**src/rtl/demux_pkg.sv**
```systemverilog
// Shared types and helpers for the registered 1-to-4 demultiplexer.
// Channel count, channel index type and one-hot decode.
package demux_pkg;

  localparam int NCH   = 4;
  localparam int W_DEF = 2;

  typedef logic [1:0] sel_t;

  function automatic logic [NCH-1:0] onehot(
    input sel_t idx
  );
    logic [NCH-1:0] v;
    v = '0;
    v[idx] = 1'b1;
    return v;
  endfunction

endpackage

```
**src/rtl/demux_ptr.sv**
```systemverilog
// Wrap-around scan pointer for demux_4.
// Priority: rst > clr > load > inc.
module demux_ptr
  import demux_pkg::*;
(
  input  logic clk,
  input  logic rst,
  input  logic clr,
  input  logic load,
  input  sel_t ld_val,
  input  logic inc,
  output sel_t cur_ptr
);

  always_ff @(posedge clk) begin
    if (rst) begin
      cur_ptr <= '0;
    end else if (clr) begin
      cur_ptr <= '0;
    end else if (load) begin
      cur_ptr <= ld_val;
    end else if (inc) begin
      cur_ptr <= cur_ptr + 2'd1;
    end
  end

endmodule

```
**src/rtl/demux_4.sv**
```systemverilog
// Registered 1-to-4 demultiplexer with manual select or auto scan.
// Outputs hold between writes; upd/frame are one-cycle strobes.
module demux_4
  import demux_pkg::*;
#(
  parameter int W = W_DEF
) (
  input  logic         clk,
  input  logic         rst,
  input  logic         en,
  input  logic         clr,
  input  logic         auto,
  input  logic [1:0]   sel,
  input  logic         din_valid,
  input  logic [W-1:0] din,
  output logic [W-1:0] dout0,
  output logic [W-1:0] dout1,
  output logic [W-1:0] dout2,
  output logic [W-1:0] dout3,
  output logic [3:0]   upd,
  output logic [1:0]   cur_ptr,
  output logic         frame
);

  logic         acc;
  sel_t         tgt;
  sel_t         ptr;
  logic [W-1:0] ch [NCH];

  assign acc = en & din_valid & ~clr & ~rst;
  assign tgt = auto ? ptr : sel_t'(sel);

  // Manual writes reload the pointer so a later switch to auto
  // continues with the channel after the last one written.
  demux_ptr u_ptr (
    .clk     (clk),
    .rst     (rst),
    .clr     (clr),
    .load    (acc & ~auto),
    .ld_val  (sel_t'(sel) + 2'd1),
    .inc     (acc & auto),
    .cur_ptr (ptr)
  );

  always_ff @(posedge clk) begin
    if (rst || clr) begin
      for (int k = 0; k < NCH; k++) begin
        ch[k] <= '0;
      end
      upd   <= '0;
      frame <= 1'b0;
    end else begin
      for (int k = 0; k < NCH; k++) begin
        if (acc && (tgt == sel_t'(k))) begin
          ch[k] <= din;
        end
      end
      upd   <= acc ? onehot(tgt) : 4'b0000;
      frame <= acc & auto & (ptr == 2'd3);
    end
  end

  assign dout0   = ch[0];
  assign dout1   = ch[1];
  assign dout2   = ch[2];
  assign dout3   = ch[3];
  assign cur_ptr = ptr;

endmodule

```
**config.mk**
```make
export PLATFORM = sky130hd
export DESIGN_NAME = demux_4
export DESIGN_NICKNAME = d
export VERILOG_FILES = /design/src/rtl/demux_pkg.sv /design/src/rtl/demux_ptr.sv /design/src/rtl/demux_4.sv
export SDC_FILE = /design/constraint.sdc
export NUM_CORES = 1
export LEC_CHECK = 0
export CORE_MARGIN = 2
export CORE_UTILIZATION = 40
export CTS_BUF_LIST = sky130_fd_sc_hd__clkbuf_16
export DETAILED_ROUTE_END_ITERATION = 8
export PLACE_DENSITY = 0.78
export SLEW_MARGIN = 20
export SYNTH_ARGS = -nofsm -noshare
export SYNTH_HDL_FRONTEND = slang
export SYNTH_SLANG_ARGS = --single-unit
```
**constraint.sdc**
```tcl
create_clock -name clk -period 2.55 [get_ports clk]
set_input_delay 0.765 -clock clk [delete_from_list [all_inputs] [get_ports clk]]
set_output_delay 0.765 -clock clk [all_outputs]
set_load 0.05 [all_outputs]
```
==> metrics <==
cell with the most instances after synthesis nor2_1; H-tree levels 1; cell internal pwr 0.000506 W; FFs w/ async S/R, synth 0; dpl hpwl 949 µm; top cell type's share of synthesized area 0.386; Clock Path Buffers 2; P&R area growth vs syn 58.0%; die area 1890 µm²; DR iter-0 viols 14; WL final 1270 µm; Mapped Nets 66; Top Family by Delay on Critical Path buffers and inverters; slowest stage cell, crit path clkdlybuf4s50_1; endpoints failing setup 0; post-synthesis cell type count 19; Post-DP Area 906 µm²; Post-Syn Area per Cell 11.1 µm²; Sequential Power Share 0.407; Hold Crit Class flop to flop; Placed Instances 100; # clock sinks 15; max_cap viols 0; RSZ-0062 raised after global routing false; first-pass GRT wire length 2170 µm; commonest register cell after synthesis edfxtp_1; NumNets Final 99; core area 1490 µm²; GRT Total Usage 0.159; layout cells sized above 1 0.182; largest net degree at the start of global routing 9; io pins 25; # diodes 0; clock power share 0.456; synthesized flop and latch total 15; Warnings, synthesis 0; Tcrit/Tclk final 0.886; total negative slack 0 ns; final std cells w/o fill 104; Clock Tree Root clkbuf_16; Gate power share 0.136; Setup crit end kind output pin; CP max stage delay 0.84 ns; Rel. slew slack 0.647; final instance area 985 µm²; vias in the first global route 525; Pre-antenna DRT Iters 4; Starting Density 0.418; post-synthesis sequential area ratio 0.610; top post-synthesis cells by count 11 x nor2_1, 8 x edfxtp_1, 7 x dfxtp_1; area leader, netlist edfxtp_1; CTS resizes 0; Sw Pwr 0.000145 W; initial antenna violation count 0; CP cell instances clkdlybuf4s50_1; CP startpoint kind flop; maximum vdd drop 0.000404 V; # DRC 0; Layout Skew 0.000578 ns; post-synthesis cell count 56; clk_lat worst skew 0.24 ns; crit path kind flop to output pin; via/cell ratio 5.14; Final Critical Period 2.26 ns; outcome finished, final reports clean; Cell Pwr Density 660 nW/µm²; Max Transition Viols Final 0; Syn Std Cell Area 623 µm²; Slew @ Worst Pin 0.528 ns; Buf/Inv on CP 1; critical path fanouts, max 5; Antenna Nets Post-Route 0; Hold Vio Cnt, Final 0; Worst Path Required 1.79 ns; Die Span X 43.5 µm; post-cts hold buffer count 0; PortBufs 24; RePlAce Congestion 0.724; Sw Share 0.222; Fmax 443 MHz; CTS buffer count 3; post-CTS setup buffer count 0; Clk pin slew, worst setup/hold paths 0.04 ns; WL per Instance 12.2 µm; Vias 535; CTS tree done; Lkg Pwr 0.376 nW; global route overflow 0; Worst Path Arrival 1.49 ns; largest cells by area after synthesis edfxtp_1 39%, dfxtp_1 22%, nor2_1 6.6%; Post-synth EDFFs 8; Vert. Die Dim 43.5 µm; row count 14
==> worst min-delay path, delay by kind of cell, from the launching register on <==
family / cells / cell delay [ns]
DFF: 1 / 0.35
and+or+nand+nor: 2 / 0.12
==> final timing paths <==
kind	start	to	slack [ns]	cells after the start
min	u_ptr.cur_ptr[1]$_SDFFE_PP0P_	frame$_SDFF_PP0_	0.51	2
max	u_ptr.cur_ptr[0]$_SDFFE_PP0P_	cur_ptr[0]	0.29	1
min reg2reg	u_ptr.cur_ptr[1]$_SDFFE_PP0P_	frame$_SDFF_PP0_	0.51	2
max reg2reg	u_ptr.cur_ptr[0]$_SDFFE_PP0P_	ch[3][1]$_SDFFCE_PN0P_	0.97	3
==> metal layers <==
layer | GRT usage | vias up | share of wire
li1 | - | 261 | -
met1 | 0.166 | 237 | 0.36
met2 | 0.287 | 31 | 0.52
met3 | 0.0292 | 6 | 0.084
met4 | 0.109 | 0 | 0.030
met5 | 0 | - | 0
==> registers in the layout, indices dropped and copies added, names as in the netlist <==
signal / flops
ch: 8
upd: 4
u_ptr.cur_ptr: 2
frame: 1
==> layout by cell type (no fill, tap or decap), types with 2 or more instances in the layout <==
master	instances
clkdlybuf4s50_1	24
nor2_1	11
edfxtp_1	8
dfxtp_1	7
nand2_1	6
buf_4	6
nor2_2	4
mux2i_1	3
clkbuf_16	3
o21ai_0	2
o21ai_2	2
nand3_1	2
inv_1	2
==> final cells by class <==
| class | instances | area, µm² |
|---|---|---|
| fill | 116 | 504 |
| sequential | 15 | 380 |
| timing repair buffer | 30 | 285 |
| multi-input combinational | 38 | 216 |
| clock buffer | 3 | 75.1 |
| tap | 16 | 20.0 |
| clock inverter | 1 | 3.75 |
| inverter | 1 | 3.75 |
==> power by group through the flow <==
stage	logic (W)	clock network (W)	registers, W
6_report	0.0000886	0.000297	0.000265
5_1_grt	0.0000938	0.000313	0.000265
4_1_cts	0.0000888	0.000303	0.000265
3_5_place_dp	0.0000882	0	0.000269
3_3_place_gp	0.0000868	0	0.000269
2_1_floorplan	0.0000233	0	0.000296
==> through the flow <==
step / utilization / worst slack [ns] / hold WS (ns) / power, W
after floorplan: - / 0.520 / 0.705 / 0.000320
after global placement: 0.608 / 0.104 / 0.506 / 0.000356
after detailed placement: 0.608 / 0.0611 / 0.502 / 0.000357
after CTS: 0.661 / 0.289 / 0.513 / 0.000656
after global routing: 0.661 / 0.186 / 0.545 / 0.000672
final: 0.661 / 0.291 / 0.511 / 0.000650
==> cell families after synthesis <==
logic type	synth area share
flip-flops	0.610
buffers and inverters	0.0422
AO/OA/AOI/OAI	0.0783
XOR/XNOR	0.0141
AND/OR/NAND/NOR	0.189
multiplexers	0.0663
(Power assumes the default switching activity.)
